[src/rtl/alu_host_cmd_sender_pkg.sv]
// Shared definitions for the host command sender: FSM state codes and the ALU
// opcode map common to the ALU and the UART interface FSM.
package alu_host_cmd_sender_pkg;

    typedef enum logic [2:0] {
        ST_IDLE,
        ST_SEND_OP,
        ST_SEND_A,
        ST_SEND_B,
        ST_WAIT_RES
    } state_e;

    localparam logic [5:0] ALU_OP_ADD = 6'h20;
    localparam logic [5:0] ALU_OP_SUB = 6'h22;
    localparam logic [5:0] ALU_OP_AND = 6'h24;
    localparam logic [5:0] ALU_OP_OR  = 6'h25;
    localparam logic [5:0] ALU_OP_XOR = 6'h26;
    localparam logic [5:0] ALU_OP_SRA = 6'h03;
    localparam logic [5:0] ALU_OP_SRL = 6'h02;
    localparam logic [5:0] ALU_OP_NOR = 6'h27;

endpackage

[src/rtl/alu_host_cmd_sender_timeout_counter.sv]
// Wait-for-result counter: clear has priority over enable; the terminal flag is
// raised while the count equals TIMEOUT_CYCLES-1.
module timeout_counter #(
    parameter int unsigned NB_TIMEOUT     = 16,
    parameter int unsigned TIMEOUT_CYCLES = 50000
) (
    input  logic i_clk,
    input  logic i_reset,
    input  logic i_clear,
    input  logic i_enable,
    output logic o_terminal
);

    localparam logic [NB_TIMEOUT-1:0] LAST = NB_TIMEOUT'(TIMEOUT_CYCLES - 1);

    logic [NB_TIMEOUT-1:0] count_q;
    logic [NB_TIMEOUT-1:0] count_d;

    always_comb begin
        count_d = count_q;
        if (i_clear) begin
            count_d = '0;
        end else if (i_enable) begin
            count_d = count_q + NB_TIMEOUT'(1);
        end
    end

    always_ff @(posedge i_clk) begin
        if (i_reset) begin
            count_q <= '0;
        end else begin
            count_q <= count_d;
        end
    end

    assign o_terminal = (count_q == LAST);

endmodule

[src/rtl/alu_host_cmd_sender.sv]
// Host-side ALU command sender: pushes OP, A, B into the TX FIFO, then pops one
// result byte from the RX FIFO or gives up after TIMEOUT_CYCLES.
module alu_host_cmd_sender
    import alu_host_cmd_sender_pkg::*;
#(
    parameter int unsigned NB_DATA        = 8,
    parameter int unsigned NB_OP          = 6,
    parameter int unsigned NB_TIMEOUT     = 16,
    parameter int unsigned TIMEOUT_CYCLES = 50000
) (
    input  logic               i_clk,
    input  logic               i_reset,
    input  logic               i_cmd_valid,
    output logic               o_cmd_ready,
    input  logic [NB_OP-1:0]   i_cmd_op,
    input  logic [NB_DATA-1:0] i_cmd_a,
    input  logic [NB_DATA-1:0] i_cmd_b,
    output logic               o_tx_wr,
    output logic [NB_DATA-1:0] o_tx_wr_data,
    input  logic               i_tx_full,
    output logic               o_rx_rd,
    input  logic [NB_DATA-1:0] i_rx_data,
    input  logic               i_rx_empty,
    output logic               o_res_valid,
    output logic [NB_DATA-1:0] o_res_data,
    output logic               o_res_timeout,
    output logic [7:0]         o_timeout_cnt,
    output logic               o_busy
);

    state_e               state_q, state_d;
    logic [NB_OP-1:0]     op_q, op_d;
    logic [NB_DATA-1:0]   a_q, a_d;
    logic [NB_DATA-1:0]   b_q, b_d;
    logic [NB_DATA-1:0]   res_data_q, res_data_d;
    logic                 res_valid_q, res_valid_d;
    logic                 res_timeout_q, res_timeout_d;
    logic [7:0]           timeout_cnt_q, timeout_cnt_d;
    logic                 tc_clear, tc_enable, tc_terminal;

    timeout_counter #(
        .NB_TIMEOUT     (NB_TIMEOUT),
        .TIMEOUT_CYCLES (TIMEOUT_CYCLES)
    ) u_timeout_counter (
        .i_clk      (i_clk),
        .i_reset    (i_reset),
        .i_clear    (tc_clear),
        .i_enable   (tc_enable),
        .o_terminal (tc_terminal)
    );

    always_comb begin
        state_d       = state_q;
        op_d          = op_q;
        a_d           = a_q;
        b_d           = b_q;
        res_data_d    = res_data_q;
        res_valid_d   = 1'b0;
        res_timeout_d = 1'b0;
        timeout_cnt_d = timeout_cnt_q;
        o_tx_wr       = 1'b0;
        o_tx_wr_data  = '0;
        o_rx_rd       = 1'b0;
        tc_clear      = 1'b0;
        tc_enable     = 1'b0;
        o_cmd_ready   = (state_q == ST_IDLE) && i_rx_empty;

        case (state_q)
            ST_IDLE: begin
                // Stale bytes are drained before any new command is taken.
                if (!i_rx_empty) begin
                    o_rx_rd = 1'b1;
                end else if (i_cmd_valid) begin
                    op_d    = i_cmd_op;
                    a_d     = i_cmd_a;
                    b_d     = i_cmd_b;
                    state_d = ST_SEND_OP;
                end
            end
            ST_SEND_OP: begin
                o_tx_wr_data = NB_DATA'(op_q);
                o_tx_wr      = !i_tx_full;
                if (o_tx_wr) state_d = ST_SEND_A;
            end
            ST_SEND_A: begin
                o_tx_wr_data = a_q;
                o_tx_wr      = !i_tx_full;
                if (o_tx_wr) state_d = ST_SEND_B;
            end
            ST_SEND_B: begin
                o_tx_wr_data = b_q;
                o_tx_wr      = !i_tx_full;
                if (o_tx_wr) begin
                    tc_clear = 1'b1;
                    state_d  = ST_WAIT_RES;
                end
            end
            ST_WAIT_RES: begin
                // A byte present in the terminal-count cycle still counts as a result.
                if (!i_rx_empty) begin
                    o_rx_rd     = 1'b1;
                    res_data_d  = i_rx_data;
                    res_valid_d = 1'b1;
                    state_d     = ST_IDLE;
                end else begin
                    tc_enable = 1'b1;
                    if (tc_terminal) begin
                        res_timeout_d = 1'b1;
                        if (timeout_cnt_q != 8'hFF) timeout_cnt_d = timeout_cnt_q + 8'd1;
                        state_d = ST_IDLE;
                    end
                end
            end
            default: state_d = ST_IDLE;
        endcase

        if (i_reset) begin
            o_tx_wr = 1'b0;
            o_rx_rd = 1'b0;
        end
    end

    always_ff @(posedge i_clk) begin
        if (i_reset) begin
            state_q       <= ST_IDLE;
            op_q          <= '0;
            a_q           <= '0;
            b_q           <= '0;
            res_data_q    <= '0;
            res_valid_q   <= 1'b0;
            res_timeout_q <= 1'b0;
            timeout_cnt_q <= '0;
        end else begin
            state_q       <= state_d;
            op_q          <= op_d;
            a_q           <= a_d;
            b_q           <= b_d;
            res_data_q    <= res_data_d;
            res_valid_q   <= res_valid_d;
            res_timeout_q <= res_timeout_d;
            timeout_cnt_q <= timeout_cnt_d;
        end
    end

    assign o_res_valid   = res_valid_q;
    assign o_res_data    = res_data_q;
    assign o_res_timeout = res_timeout_q;
    assign o_timeout_cnt = timeout_cnt_q;
    assign o_busy        = (state_q != ST_IDLE);

endmodule

[config.mk]
export PLATFORM = sky130hd
export DESIGN_NAME = alu_host_cmd_sender
export DESIGN_NICKNAME = d
export VERILOG_FILES = /design/src/rtl/alu_host_cmd_sender_pkg.sv /design/src/rtl/alu_host_cmd_sender_timeout_counter.sv /design/src/rtl/alu_host_cmd_sender.sv
export SDC_FILE = /design/constraint.sdc
export NUM_CORES = 1
export LEC_CHECK = 0
export CORE_UTILIZATION = 67
export DETAILED_ROUTE_END_ITERATION = 8
export DONT_BUFFER_PORTS = 1
export PLACE_DENSITY_LB_ADDON = 0.25
export SLEW_MARGIN = 0
export SYNTH_ARGS = -nofsm -noshare
export SYNTH_HDL_FRONTEND = slang
export SYNTH_SLANG_ARGS = --single-unit
export TNS_END_PERCENT = 100
[constraint.sdc]
create_clock -name i_clk -period 4.08 [get_ports i_clk]
set_input_delay 0.816 -clock i_clk [delete_from_list [all_inputs] [get_ports i_clk]]
set_output_delay 0.816 -clock i_clk [all_outputs]
set_load 0.02 [all_outputs]
==> metrics.log, run 1 <==
[metrics] number of primary I/O pins: 65
[metrics] count of warnings emitted by yosys: 0
[metrics] drt first pass iters: 4
[metrics] DP HPWL: 3.75 mm
[metrics] final core utilization: 78.6%
[metrics] most common cell after layout, fill and taps aside: sky130_fd_sc_hd__dfxtp_1
[metrics] final net count: 347
[metrics] maximum VDD drop: 0.000447 V
[metrics] register bit total from synthesis: 59
[metrics] IO buf count: 0
[metrics] Lkg Pwr: 1.01 nW
[metrics] cells after synthesis: 316
[metrics] floorplan row count: 22
[metrics] # hold bufs at CTS: 0
[metrics] Post-Synthesis Cell Area: 2670 sq um
[metrics] total gr overflow: 0
[metrics] Setup violations, final: 0
[metrics] cell accounting for the most synthesized area: sky130_fd_sc_hd__dfxtp_1
[metrics] total wire length: 5.65 mm
[metrics] Max Slew Vio Count: 0
[metrics] number of flops mapped to enable cells by yosys: 0
[metrics] number of violations of the max-capacitance limit: 0
[metrics] sequential element share of the synthesized area: 44.3%
[metrics] outcome: complete, no violations
[metrics] worst slew margin relative to its limit: 32.9%
[metrics] unrepaired setup endpoints after global routing: false
[metrics] count of instances resized after the clock tree is built: 0
[metrics] Unique masters post-synth: 36
[metrics] setup bufs post-CTS: 0
[metrics] achievable frequency: 352 MHz
[metrics] number of vias per cell after detailed routing: 6.16
[metrics] Iteration-0 DRC Markers: 177
[metrics] via total after detailed routing: 2235
[metrics] highest-count cells in the layout ignoring fill and taps: 59 x sky130_fd_sc_hd__dfxtp_1, 48 x sky130_fd_sc_hd__nor2_1, 32 x sky130_fd_sc_hd__nand2_1
[metrics] CTS buffer count: 9
[metrics] CP Data Required Time: 3.26 ns
[metrics] proportion of netlist area held by the largest area contributor: 44.3%
[metrics] Synth Net Count: 353
[metrics] number of antenna violations at the first check in global routing: 0
[metrics] Antenna Nets Post-Route: 0
[metrics] minimum clock period after layout: 2.84 ns
[metrics] first-pass GRT wire length: 9.34 mm
[metrics] hold crit path type: register to register
[metrics] overall power: 1.42 mW
[metrics] Die X: 65.1 microns
[metrics] synthesized area per cell: 8.45 sq um
[metrics] cell area after placement: 2670 sq um
[metrics] pwr dens: 483 nW/um^2
[metrics] clock latency reported for the late side of the worst-skew pair: 0.34 ns
[metrics] cell types occupying the most area after synthesis: sky130_fd_sc_hd__dfxtp_1 44%, sky130_fd_sc_hd__mux2i_1 11%, sky130_fd_sc_hd__nor2_1 6.9%
[metrics] Post-Route Hold Slack: 0.482 ns
[metrics] vias in the first global route: 2008
[metrics] setup slack after placement: 1.58 ns
[metrics] clock tree skew after final layout: 0.00479 ns
[metrics] number of clock sinks: 59
[metrics] maximum fanout count along the critical path: 21
[metrics] fraction of layout instances using a drive strength above 1: 6.98%
[metrics] CTS clock-pin slew for the worst setup and hold paths: 0.06 ns
[metrics] # placed instances: 347
[metrics] number of hold-slack violations in the final timing report: 0
[metrics] Starting Density: 71.3%
[metrics] accumulated negative setup slack: 0 ns
[metrics] DIE AREA: 4240 sq um
[metrics] Reg2Reg Depth: 4
[metrics] clock tree from TritonCTS: done
[metrics] Most used DFF post-synth: sky130_fd_sc_hd__dfxtp_1
[metrics] GRT Overall Usage: 29.5%
[metrics] fin crit share: 69.7%
[metrics] maximum number of pins on one net before global-route repair: 49
[metrics] final instance count without filler cells: 363
[metrics] core box area: 3740 sq um
[metrics] Max H-tree Level: 3
[metrics] average detailed-routed wire length per instance: 15.6 microns
[metrics] class of the most critical setup path: register to output pin
[metrics] Syn-to-layout area delta: 10.3%
[metrics] ANT cells: 0
[metrics] Die Span Y: 65.1 microns
[metrics] CTS Buffer Depth: 2
[metrics] Data arrival, critical path: 2.03 ns
[metrics] fraction of registers with async set or reset after synthesis: 0%
[metrics] crit path setup slack, layout: 1.24 ns
[metrics] Worst-Margin Slew: 0.997 ns
[metrics] kind of launch point of the worst setup path: register
[metrics] hold path cells: 2
[metrics] crit end category: output pin
[metrics] root buffer cell: sky130_fd_sc_hd__clkbuf_8
[metrics] FF-to-FF setup slack: 1.56 ns
[metrics] global placer's final weighted congestion: 0.798
[metrics] DRC viols: 0
[metrics] Post-Layout Inst Area: 2940 sq um
==> path summary, 6_finish.rpt <==
path	start	endpoint
hold reg to reg	u_timeout_counter.count_q[9]	u_timeout_counter.count_q[9]
hold / removal	u_timeout_counter.count_q[9]	u_timeout_counter.count_q[9]
setup reg to reg	state_q[2]	u_timeout_counter.count_q[13]
setup / recovery	state_q[1]	o_tx_wr
==> cell usage after synthesis, types with 2 or more instances <==
cell,n
sky130_fd_sc_hd__dfxtp_1,59
sky130_fd_sc_hd__nor2_1,49
sky130_fd_sc_hd__nand2_1,32
sky130_fd_sc_hd__mux2i_1,30
sky130_fd_sc_hd__a21oi_1,26
sky130_fd_sc_hd__clkbuf_1,12
sky130_fd_sc_hd__inv_1,9
sky130_fd_sc_hd__or3_1,9
sky130_fd_sc_hd__nand3_1,8
sky130_fd_sc_hd__nor3_1,8
sky130_fd_sc_hd__or4_1,8
sky130_fd_sc_hd__o31ai_1,7
sky130_fd_sc_hd__o21ai_0,6
sky130_fd_sc_hd__buf_2,5
sky130_fd_sc_hd__nand4_1,5
sky130_fd_sc_hd__nor4_1,5
sky130_fd_sc_hd__and3_1,4
sky130_fd_sc_hd__xnor2_1,4
sky130_fd_sc_hd__a31oi_1,3
sky130_fd_sc_hd__mux2_2,3
sky130_fd_sc_hd__nand2b_1,3
sky130_fd_sc_hd__xor2_1,3
sky130_fd_sc_hd__and2_1,2
sky130_fd_sc_hd__and4_1,2
sky130_fd_sc_hd__ha_1,2
sky130_fd_sc_hd__nor4bb_1,2
==> state kept, by name (all words and copies together), names as in the netlist <==
name,flops
o_timeout_cnt,8
o_res_data,8
o_res_timeout,1
o_res_valid,1
state_q,3
b_q,8
op_q,6
u_timeout_counter.count_q,16
a_q,8
==> cells by family after synthesis <==
logic type      after synthesis  share of synthesized area (%)
compound gates               46                           9.80
xor+xnor                      7                           2.30
mux                          33                           12.5
buf+inv                      28                           4.22
simple gates                141                           26.0
fa+ha+maj                     2                          0.937
flops                        59                           44.3
==> layer usage <==
layer	routed length (microns)	GRT usage, %	vias up	share of wire, %
met5	0	0	-	0
met4	158	16.3	0	2.8
met3	350	10.9	20	6.2
met2	2740	46.6	80	48
met1	2410	34.4	1034	43
li1	-	-	1101	-
==> worst max-delay path: stages, from the launching register on <==
cell and delay, ns:
sky130_fd_sc_hd__dfxtp_1 0.80, sky130_fd_sc_hd__nor2_1 0.17, sky130_fd_sc_hd__nor4_1 0.73
==> final cells by class <==
cell class                 instances  area [sq um]
multi-input combinational        229          1380
clock buffer                      12           155
tap                               48          60.1
sequential                        59          1180
fill                             272           801
inverter                           9          33.8
timing repair buffer               2          15.0
clock inverter                     4           120
==> power by group <==
part	internal [mW]	switching [mW]
clock	0.501	0.225
combinational	0.0368	0.0475
sequential	0.592	0.0201
Power figures use the tool's default switching activity.
==> run 2, diff against run 1 <==
Settings changed: CORE_UTILIZATION 67 to 56.
Clock period 4.08 ns to 2.5 ns, I/O delays scaled along.
==> run 2 against run 1 <==
The run now ends with DRC left. Routed wire length fell by 5.5%. Critical path depth increased by 1. Flip-flop and latch count is the same. First-iteration DRC count shrank 18%. Utilization decreased by 13 points. Worst hold slack worse by 0.26 ns. Die area rose by 19%. Sequential share of layout area increased by 0.12 points.
==> metrics.log, run 2 (synthesis results as in run 1) <==
[metrics] hold crit path type: primary input to register
[metrics] global placer's final weighted congestion: 0.782
[metrics] clock latency reported for the late side of the worst-skew pair: 0.34 ns
[metrics] Post-Layout Inst Area: 2930 sq um
[metrics] pwr dens: 685 nW/um^2
[metrics] CTS clock-pin slew for the worst setup and hold paths: 0.06 ns
[metrics] clock tree from TritonCTS: done
[metrics] Most flops, register: u_timeout_counter.count_q
[metrics] outcome: complete, but fails checks
[metrics] crit path setup slack, layout: 0.198 ns
[metrics] CTS buffer count: 9
[metrics] IO buf count: 0
[metrics] DIE AREA: 5050 sq um
[metrics] setup bufs post-CTS: 0
[metrics] accumulated negative setup slack: 0 ns
[metrics] crit end category: output pin
[metrics] drt first pass iters: 7
[metrics] number of vias per cell after detailed routing: 5.80
[metrics] Iteration-0 DRC Markers: 146
[metrics] count of instances resized after the clock tree is built: 0
[metrics] DP HPWL: 3.68 mm
[metrics] # hold bufs at CTS: 0
[metrics] final instance count without filler cells: 374
[metrics] DRC viols: 1
[metrics] class of the most critical setup path: register to output pin
[metrics] Starting Density: 59.6%
[metrics] minimum clock period after layout: 2.30 ns
[metrics] kind of launch point of the worst setup path: register
[metrics] cell area after placement: 2730 sq um
[metrics] Max H-tree Level: 3
[metrics] CTS Buffer Depth: 2
[metrics] maximum fanout count along the critical path: 13
[metrics] setup slack after placement: 0.509 ns
[metrics] violated checks: DRC
[metrics] Die Span Y: 71.0 microns
[metrics] final net count: 355
[metrics] clock tree skew after final layout: 0.00723 ns
[metrics] number of primary I/O pins: 65
[metrics] root buffer cell: sky130_fd_sc_hd__clkbuf_8
[metrics] number of clock sinks: 59
[metrics] Setup violations, final: 0
[metrics] total wire length: 5.34 mm
[metrics] vias in the first global route: 2043
[metrics] max reg flops: 16
[metrics] Die X: 71.0 microns
[metrics] Lkg Pwr: 1.01 nW
[metrics] maximum number of pins on one net before global-route repair: 49
[metrics] Data arrival, critical path: 1.80 ns
[metrics] average detailed-routed wire length per instance: 14.3 microns
[metrics] worst slew margin relative to its limit: 67.6%
[metrics] first-pass GRT wire length: 9.03 mm
[metrics] total gr overflow: 0
[metrics] number of violations of the max-capacitance limit: 0
[metrics] # placed instances: 359
[metrics] most common cell after layout, fill and taps aside: sky130_fd_sc_hd__dfxtp_1
[metrics] fraction of layout instances using a drive strength above 1: 9.32%
[metrics] Syn-to-layout area delta: 9.94%
[metrics] CP Data Required Time: 2.00 ns
[metrics] area used by multi-input combinational logic: 1380 sq um
[metrics] number of antenna violations at the first check in global routing: 0
[metrics] Worst-Margin Slew: 0.480 ns
[metrics] via total after detailed routing: 2170
[metrics] core box area: 4470 sq um
[metrics] fill count: 388
[metrics] fin crit share: 92.1%
[metrics] ANT cells: 0
[metrics] Max Slew Vio Count: 0
[metrics] achievable frequency: 434 MHz
[metrics] Antenna Nets Post-Route: 0
[metrics] floorplan row count: 24
[metrics] unrepaired setup endpoints after global routing: false
[metrics] highest-count cells in the layout ignoring fill and taps: 59 x sky130_fd_sc_hd__dfxtp_1, 48 x sky130_fd_sc_hd__nor2_1, 32 x sky130_fd_sc_hd__nand2_1
[metrics] maximum VDD drop: 0.000505 V
[metrics] FF+latch area: 1180 sq um
[metrics] GRT Overall Usage: 23.2%
[metrics] number of hold-slack violations in the final timing report: 0
[run 2: changes by cell type in the layout (fill, tap and decap cells not counted), sizes merged]
cell	delta
clkbuf	-1
clkinv	+1
bufinv	-3
buf	+8
clkinvlp	+2
[run 2: layer usage]
metal	vias to the layer above	global-route usage, %	share of wire [%]
met5	-	0	0
met4	0	9.11	1.9
met3	11	11.4	6.9
met2	47	36.8	47
met1	998	27.1	44
li1	1114	-	-
[run 2: critical path, stage by stage, from the launching register on]
cell and delay, ns:
sky130_fd_sc_hd__dfxtp_1 0.36, sky130_fd_sc_hd__buf_4 0.20, sky130_fd_sc_hd__or3_1 0.53, sky130_fd_sc_hd__nor2_1 0.36
[run 2: area by class of cell]
class,count,area share [%]
clock buffers,11,5.16
clock inverters,4,1.71
inverters,9,1.15
multi-input cells,229,47.0
flip-flops and latches,59,40.3
well taps,52,2.22
repair buffers,10,2.56
[run 2: final timing paths]
| path | startpoint | end | slack, ns | cells past startpoint |
|---|---|---|---|---|
| max | state_q[2] | o_cmd_ready | 0.20 | 3 |
| min | i_reset | op_q[2] | 0.22 | 1 |
| max reg2reg | state_q[2] | o_timeout_cnt[4] | 0.43 | 6 |
| min reg2reg | u_timeout_counter.count_q[9] | u_timeout_counter.count_q[9] | 0.46 | 2 |
[run 2: through the flow]
stage          total power [mW]  util [%]  hold WS [ns]
6_report                   2.01      65.6         0.221
5_1_grt                    2.09      65.6         0.200
4_1_cts                    2.04      65.6         0.203
3_5_place_dp               1.16      61.1         0.459
3_3_place_gp               1.16      61.1         0.455
2_1_floorplan              1.14         -         0.441
[run 2: report_power, final]
group          switching (mW)  total, mW  internal (mW)
Sequential             0.0185      0.984          0.966
Clock                   0.360      0.866          0.506
Combinational          0.0903      0.159         0.0691
==> run 3, diff against run 2 <==
Settings changed: CORE_MARGIN from default to 2, HOLD_SLACK_MARGIN from default to 0.12.
==> run 3 against run 2 <==
The run now ends clean. Fmax increased by 8.2%. Sequential share of layout area decreased by 0.68 points. Clock power rose by 25%. Count of clock-buffer cells in the layout unchanged. Worst hold slack gained 0.015 ns. Utilization down 1.5 points. Critical path depth fell by 1. Critical path type unchanged. Largest cell class unchanged.
==> metrics.log, run 3 (synthesis results as in run 1) <==
[metrics] outcome: complete, no violations
[metrics] most common cell after layout, fill and taps aside: sky130_fd_sc_hd__dfxtp_1
[metrics] hold crit path type: primary input to register
[metrics] maximum number of pins on one net before global-route repair: 49
[metrics] highest-count cells in the layout ignoring fill and taps: 59 x sky130_fd_sc_hd__dfxtp_1, 48 x sky130_fd_sc_hd__nor2_1, 32 x sky130_fd_sc_hd__nand2_1
[metrics] count of instances resized after the clock tree is built: 0
[metrics] number of hold-slack violations in the final timing report: 0
[metrics] Sw Ratio: 21.6%
[metrics] Met1 Routed Length: 2.56 mm
[metrics] # placed instances: 361
[metrics] total wire length: 5.60 mm
[metrics] clock tree from TritonCTS: done
[metrics] final net count: 355
[metrics] first-pass GRT wire length: 9.05 mm
[metrics] DRC viols: 0
[metrics] setup bufs post-CTS: 0
[metrics] clock tree skew after final layout: 0.00782 ns
[metrics] overall power: 2.23 mW
[metrics] class of the most critical setup path: register to output pin
[metrics] Post-Route Hold Slack: 0.237 ns
[metrics] CP Data Required Time: 2.00 ns
[metrics] fin crit share: 85.1%
[metrics] wire length on met2: 2.73 mm
[metrics] DP HPWL: 3.80 mm
[metrics] Iteration-0 DRC Markers: 166
[metrics] Slowest-stage cell, CP: sky130_fd_sc_hd__or3_1
[metrics] Sw Pwr: 481 uW
[metrics] crit end category: output pin
[metrics] Most flops, register: u_timeout_counter.count_q
[metrics] minimum clock period after layout: 2.13 ns
[metrics] cell internal power dissipation: 1.75 mW
[metrics] ANT cells: 0
[metrics] kind of launch point of the worst setup path: register
[metrics] Max Slew Vio Count: 0
[metrics] worst slew margin relative to its limit: 56.0%
[metrics] Starting Density: 57.3%
[metrics] max reg flops: 16
[metrics] hold path cells: 1
[metrics] top metal layer carrying routed signals: met4
[metrics] floorplan row count: 25
[metrics] # hold bufs at CTS: 0
[metrics] Worst-Margin Slew: 0.651 ns
[metrics] IO buf count: 0
[metrics] Lkg Pwr: 1.04 nW
[metrics] number of violations of the max-capacitance limit: 0
[metrics] maximum fanout count along the critical path: 9
[metrics] Die Span Y: 73.0 microns
[metrics] number of primary I/O pins: 65
[metrics] CTS Buffer Depth: 2
[metrics] GRT Overall Usage: 21.8%
[metrics] fraction of layout instances using a drive strength above 1: 9.32%
[metrics] Setup violations, final: 0
[metrics] Syn-to-layout area delta: 11.8%
[metrics] unrepaired setup endpoints after global routing: false
[metrics] CTS buffer count: 9
[metrics] via total after detailed routing: 2197
[metrics] total gr overflow: 0
[metrics] CP Cell Sequence: or3_1 -> nor2_1
[metrics] DIE AREA: 5330 sq um
[metrics] clock latency reported for the late side of the worst-skew pair: 0.33 ns
[metrics] CTS clock-pin slew for the worst setup and hold paths: 0.07 ns
[metrics] vias in the first global route: 1993
[metrics] pwr dens: 746 nW/um^2
[metrics] Reg2Reg Depth: 4
[metrics] global placer's final weighted congestion: 0.776
[metrics] core box area: 4660 sq um
[metrics] detailed-routed wire length on met3: 252 microns
[metrics] root buffer cell: sky130_fd_sc_hd__clkbuf_8
[metrics] sequential group share of total power: 44.1%
[metrics] final instance count without filler cells: 376
[metrics] part of the power in the clock network: 48.7%
[metrics] part of the total power dissipated in combinational logic: 7.2%
[metrics] number of clock sinks: 59
[metrics] accumulated negative setup slack: 0 ns
[metrics] drt first pass iters: 4
[metrics] maximum VDD drop: 0.000560 V
[metrics] average detailed-routed wire length per instance: 14.9 microns
[metrics] biggest cell delay along the critical path: 0.55 ns
[metrics] Antenna Nets Post-Route: 0
[metrics] Data arrival, critical path: 1.63 ns
[metrics] number of antenna violations at the first check in global routing: 0
[metrics] Die X: 73.0 microns
[metrics] Max H-tree Level: 3
[metrics] number of vias per cell after detailed routing: 5.84
[metrics] achievable frequency: 470 MHz
## run 3: changes by cell type in the layout (fill, tap and decap cells not counted), sizes merged
cell      before  now
bufinv         1    3
clkinvlp       2    1
clkinv         1    0
## run 3: critical path, delay by kind of cell (launching register included)
| family | cells | cell delay, ns |
|---|---|---|
| flip-flops | 1 | 0.38 |
| AND/OR/NAND/NOR | 2 | 0.91 |
## run 3: path summary, 6_finish.rpt
check,endpoint,startpoint,slack (ns)
setup / recovery,o_cmd_ready,state_q[2],0.37
hold / removal,a_q[1],i_reset,0.24
setup reg to reg,u_timeout_counter.count_q[11],state_q[2],0.52
hold reg to reg,u_timeout_counter.count_q[9],u_timeout_counter.count_q[9],0.47
## run 3: routing by layer
metal,up-vias,track usage (%)
met3,4,6.49
met4,0,10.9
met1,1037,27.4
met5,-,0
met2,44,34.0
li1,1112,-
## run 3: final cells by class
type                    instances  area, sq um
fillers                       392         1680
multi-input cells             229         1380
flip-flops and latches         59         1180
clock buffers                  11          151
clock inverters                 4         97.6
repair buffers                 10         75.1
well taps                      54         67.6
inverters                       9         33.8
## run 3: power groups by stage
stage                     sequential (mW)  combinational, mW  clock [mW]
after floorplan                     0.998              0.143           0
after global placement               1.00              0.160           0
after CTS                           0.983              0.162        1.09
after detailed placement             1.00              0.161           0
final                               0.983              0.160        1.08
after global routing                0.985              0.180        1.14
## run 3: stage by stage
step	cell area [sq um]	setup slack, ns	util (%)
after floorplan	2670	0.552	-
after global placement	2740	0.601	58.7
after detailed placement	2740	0.552	58.7
after CTS	2980	0.357	64.0
after global routing	2980	0.274	64.0
final	2980	0.373	64.0
